[src/rtl/regfile_scoreboard.sv]
// Parametrised integer register file with per-register busy scoreboard.
// x0 reads as zero; read ports are combinational; one write port driven by writeback.
// Optional macro REGFILE_BYPASS_EN adds same-cycle write-to-read forwarding
// of data and busy clear on each read port.
module regfile_scoreboard #(
    parameter int unsigned XLEN     = 32,
    parameter int unsigned NUM_REGS = 32,
    parameter int unsigned ADDR_W   = 5,
    parameter int unsigned NUM_RD   = 2
) (
    input  logic                     clock,
    input  logic                     reset,
    input  logic [NUM_RD*ADDR_W-1:0] addr_rs,
    output logic [NUM_RD*XLEN-1:0]   data_rs,
    output logic [NUM_RD-1:0]        busy_rs,
    input  logic [ADDR_W-1:0]        addr_rd,
    input  logic [XLEN-1:0]          data_rd,
    input  logic                     write_enable,
    input  logic                     issue_valid,
    input  logic [ADDR_W-1:0]        issue_rd,
    output logic [NUM_REGS-1:0]      busy_vec
);

    logic [XLEN-1:0]     r_regs [NUM_REGS];
    logic [NUM_REGS-1:0] r_busy;
    logic [ADDR_W-1:0]   w_addr;

    // Register storage: x0 is never written so it holds its reset value of zero
    always_ff @(posedge clock or posedge reset) begin
        if (reset) begin
            for (int unsigned n = 0; n < NUM_REGS; n++) begin
                r_regs[n] <= '0;
            end
        end else begin
            for (int unsigned n = 1; n < NUM_REGS; n++) begin
                if (write_enable && (addr_rd == ADDR_W'(n))) begin
                    r_regs[n] <= data_rd;
                end
            end
        end
    end

    // Scoreboard: issue sets, writeback clears, a same-edge issue wins over the clear
    always_ff @(posedge clock or posedge reset) begin
        if (reset) begin
            r_busy <= '0;
        end else begin
            r_busy[0] <= 1'b0;
            for (int unsigned n = 1; n < NUM_REGS; n++) begin
                if (issue_valid && (issue_rd == ADDR_W'(n))) begin
                    r_busy[n] <= 1'b1;
                end else if (write_enable && (addr_rd == ADDR_W'(n))) begin
                    r_busy[n] <= 1'b0;
                end
            end
        end
    end

    // Read ports: x0 and out-of-range addresses fall through to zero
    always_comb begin
        data_rs = '0;
        busy_rs = '0;
        w_addr  = '0;
        for (int unsigned i = 0; i < NUM_RD; i++) begin
            w_addr = addr_rs[i*ADDR_W +: ADDR_W];
            for (int unsigned n = 1; n < NUM_REGS; n++) begin
                if (w_addr == ADDR_W'(n)) begin
                    data_rs[i*XLEN +: XLEN] = r_regs[n];
                    busy_rs[i]              = r_busy[n];
                end
            end
`ifdef REGFILE_BYPASS_EN
            if (write_enable && (addr_rd != '0) && (32'(addr_rd) < NUM_REGS) &&
                (w_addr == addr_rd)) begin
                data_rs[i*XLEN +: XLEN] = data_rd;
                busy_rs[i]              = issue_valid && (issue_rd == addr_rd);
            end
`endif
            if (reset) begin
                data_rs[i*XLEN +: XLEN] = '0;
                busy_rs[i]              = 1'b0;
            end
        end
    end

    assign busy_vec = r_busy;

endmodule

[config.mk]
export PLATFORM = sky130hd
export DESIGN_NAME = regfile_scoreboard
export DESIGN_NICKNAME = d
export VERILOG_FILES = /design/src/rtl/regfile_scoreboard.sv
export SDC_FILE = /design/constraint.sdc
export NUM_CORES = 2
export LEC_CHECK = 0
export ABC_AREA = 1
export ABC_CLOCK_PERIOD_IN_PS = 91300
export CAP_MARGIN = 25
export CORE_ASPECT_RATIO = 0.7
export CORE_MARGIN = 4
export CORE_UTILIZATION = 50
export DETAILED_ROUTE_END_ITERATION = 12
export PLACE_DENSITY = 0.67
export RECOVER_POWER = 25
export REMOVE_ABC_BUFFERS = 1
export SYNTH_ARGS = -nofsm -noshare
export SYNTH_HDL_FRONTEND = slang
export SYNTH_SLANG_ARGS = --single-unit
[constraint.sdc]
create_clock -name clock -period 91.3 [get_ports clock]
set_input_delay 22.825 -clock clock [delete_from_list [all_inputs] [get_ports clock]]
set_output_delay 22.825 -clock clock [all_outputs]
set_load 0.005 [all_outputs]
==> summary.md <==
| Metric | Value |
|---|---|
| Run status | finished with violations |
| Failing checks | max-capacitance violations, max-slew violations |
| Slew headroom | -4.594 |
| Total setup buffers inserted after CTS | 0 |
| Die height | 282.0 µm |
| H-tree levels | 3 |
| Syn Inst Count | 7,608 |
| Grt ovf | 0 |
| Initial core utilization | 0.5042 |
| Vias in the first global route | 49.82k |
| Antenna-violating nets left | 0 |
| Hold WC Path Type | reg2reg |
| DR vias/cell | 5.784 |
| Largest net degree at the start of global routing | 151 |
| PortBufs | 152 |
| Die width | 399.4 µm |
| Placed Instance Area | 56,270 µm² |
| CTS tree | done |
| Final hold vios | 0 |
| Final setup viols | 0 |
| # clock sinks | 1,023 |
| Req. time, crit path | 68.47 ns |
| Clock Path Buffers | 3 |
| Peak supply drop | 18.32 µV |
| Initial antenna violation count | 1 |
| Period utilization | 0.6230 |
| RSZ-0062 raised after global routing | false |
| Design area | 59,770 µm² |
| Layout cells sized above 1 | 0.04946 |
| Worst hold margin | 0.4975 ns |
| Synth cell types | 30 |
| Routed WL | 191,100 µm |
| Pleak | 27.43 nW |
| Routability Congestion | 0.9439 |
| Mean Syn Cell Area | 7.048 µm² |
| Worst r2r src | r_regs[764] |
| Per-cell routed wire length | 21.20 µm |
| # hold bufs at CTS | 0 |
| Fin Setup TNS | 0 ns |
| R2r setup slk | 90.41 ns |
| Worst-Skew Late Latency | 0.71 ns |
| HPWL after DPL | 129,100 µm |
| Worst-path fanout max | 150 |
| CP arrival | 34.06 ns |
| Root Driver | clkbuf_16 |
| Worst Setup Slack, final | 34.42 ns |
| CORE AREA | 106,400 µm² |
| Nature of the critical path startpoint | input port |
| Max cap viols | 10 |
| Area growth syn-to-layout | 11.46% |
| F_max | 17.58 MHz |
| FF-to-FF path depth | 2 |
| Die ar. | 112,600 µm² |
| Total power | 1.259 mW |
| Final net count | 7,555 |
| Final critical-path required period | 56.88 ns |
| Worst-path clk slew | 0.06 ns |
| # IOs | 154 |
| Number of remaining DRC errors | 0 |
| Netlist Area Pre-Place | 53,620 µm² |
| Gr usage total | 0.3366 |
| Clock Skew | 0 ns |
| Row cnt | 100 |
| Post-Place Worst Slack | 40.71 ns |
| DR vias | 52.12k |
| WS Path Type | in2out |
| Slew Limit Fails | 629 |
| Total CTS buffers | 102 |
| Post_cts resized | 0 |
| Yosys warns | 0 |
| Critical Path End Type | output pin |
| DRT iter0 DRCs | 6,849 |
| Hold endpoint | r_regs[22] |
| Slew @ Worst Pin | 8.391 ns |
| First-pass GRT wire length | 294,100 µm |
| Hold path cells | 2 |
| Synthesis-stage register bit count | 1,023 |
| First-pass iteration count of the detailed router | 9 |
| Min-delay src | r_regs[22] |
| Sequential-to-total area share from yosys stat | 0.4774 |
| Power per Cell Area | 21.06 nW/µm² |
| R2r endpoint | r_regs[764] |
## worst max path at each step
| stage | startpoint | endpoint | slack (ns) | cells after the start |
|---|---|---|---|---|
| after global routing | reset | data_rs[30] | 32.52 | 11 |
| after detailed placement | addr_rs[4] | data_rs[11] | 40.71 | 21 |
| final | reset | data_rs[42] | 34.42 | 9 |
| after global placement | addr_rs[5] | data_rs[63] | 40.79 | 25 |
| after floorplan | reset | busy_rs[1] | 21.51 | 3 |
| after CTS | addr_rs[4] | data_rs[11] | 40.70 | 21 |
## layout by cell type (no fill, tap or decap), types with 43 or more instances in the layout
master	n
nand3_1	142
inv_1	674
nor2_1	648
nand4_1	468
buf_4	106
clkbuf_16	106
clkdlybuf4s50_1	148
nand2_1	2710
a21oi_1	122
o21ai_0	1185
clkbuf_1	43
dfrtp_1	1023
## registers in the layout (all words and copies together) (netlist names)
name	count
busy_vec	31
r_regs	992
## logic make-up after synthesis
family | count (synthesis) | synth area share
AOI/OAI and AO/OA | 1325 | 0.1250
and+or+nand+nor | 4044 | 0.3111
buffers and inverters | 1215 | 0.08638
DFF | 1023 | 0.4774
other | 1 | 0.00006993
## critical path: stages
cell and delay, ns:
dlygate4sd3_1 0.55, clkinvlp_2 1.79, clkbuf_1 5.89, buf_12 0.40, buf_4 0.70, buf_12 0.57, o21ai_0 0.20, a21oi_1 0.16
clkdlybuf4s50_1 0.54
## layout make-up
class / instances / area (µm²)
Fill cell: 10150 / 46580
Sequential cell: 1023 / 25600
Multi-Input combinational cell: 5370 / 23570
Clock buffer: 154 / 3113
Inverter: 714 / 2681
Timing Repair Buffer: 288 / 2545
Tap cell: 1428 / 1787
Clock inverter: 33 / 474.2
Antenna cell: 1 / 2.502
## where the power goes
group          internal, mW  total, mW  switching [mW]  leakage, nW
registers             0.547      0.609          0.0624         12.6
clock network         0.266      0.457           0.191         1.77
logic                0.0688      0.192           0.124         13.1
## Yosys cell counts
cell type	count	share of area
nor2_4	4	0.00084
inv_2	19	0.0013
nor3_2	6	0.0011
buf_4	9	0.0013
a22o_1	12	0.0020
inv_1	681	0.048
nor3_1	4	0.00037
clkbuf_1	454	0.032
dfrtp_1	1023	0.48
or2_0	2	0.00023
nor2_2	6	0.00070
a32o_1	4	0.00075
nand4_1	468	0.055
or2_1	1	0.00012
buf_1	13	0.00091
o21ai_0	1185	0.11
o211ai_1	1	0.00014
o32ai_1	1	0.00016
clkinv_1	14	0.00098
nand4_4	1	0.00040
or2_2	13	0.0015
nand2_1	2712	0.19
buf_6	1	0.00021
nand2_2	1	0.00012
a21oi_1	122	0.011
buf_2	24	0.0022
conb_1	1	0.000070
nand3b_1	2	0.00028
nor2_1	682	0.048
nand3_1	142	0.013
## stage by stage
stage,cells,utilization
final,9011,0.5620
after global routing,9011,0.5620
after CTS,9007,0.5628
after detailed placement,8820,0.5291
after global placement,8816,0.5284
after floorplan,7107,-
## per-layer routing
metal / routed length [µm] / global-route usage / vias up
li1: - / - / 24070
met1: 79080 / 0.4710 / 24690
met2: 84240 / 0.5257 / 2880
met3: 20260 / 0.06496 / 475
met4: 7494 / 0.1201 / 0
met5: 0 / 0 / -
Note: power is estimated with default switching activity, not from simulation.
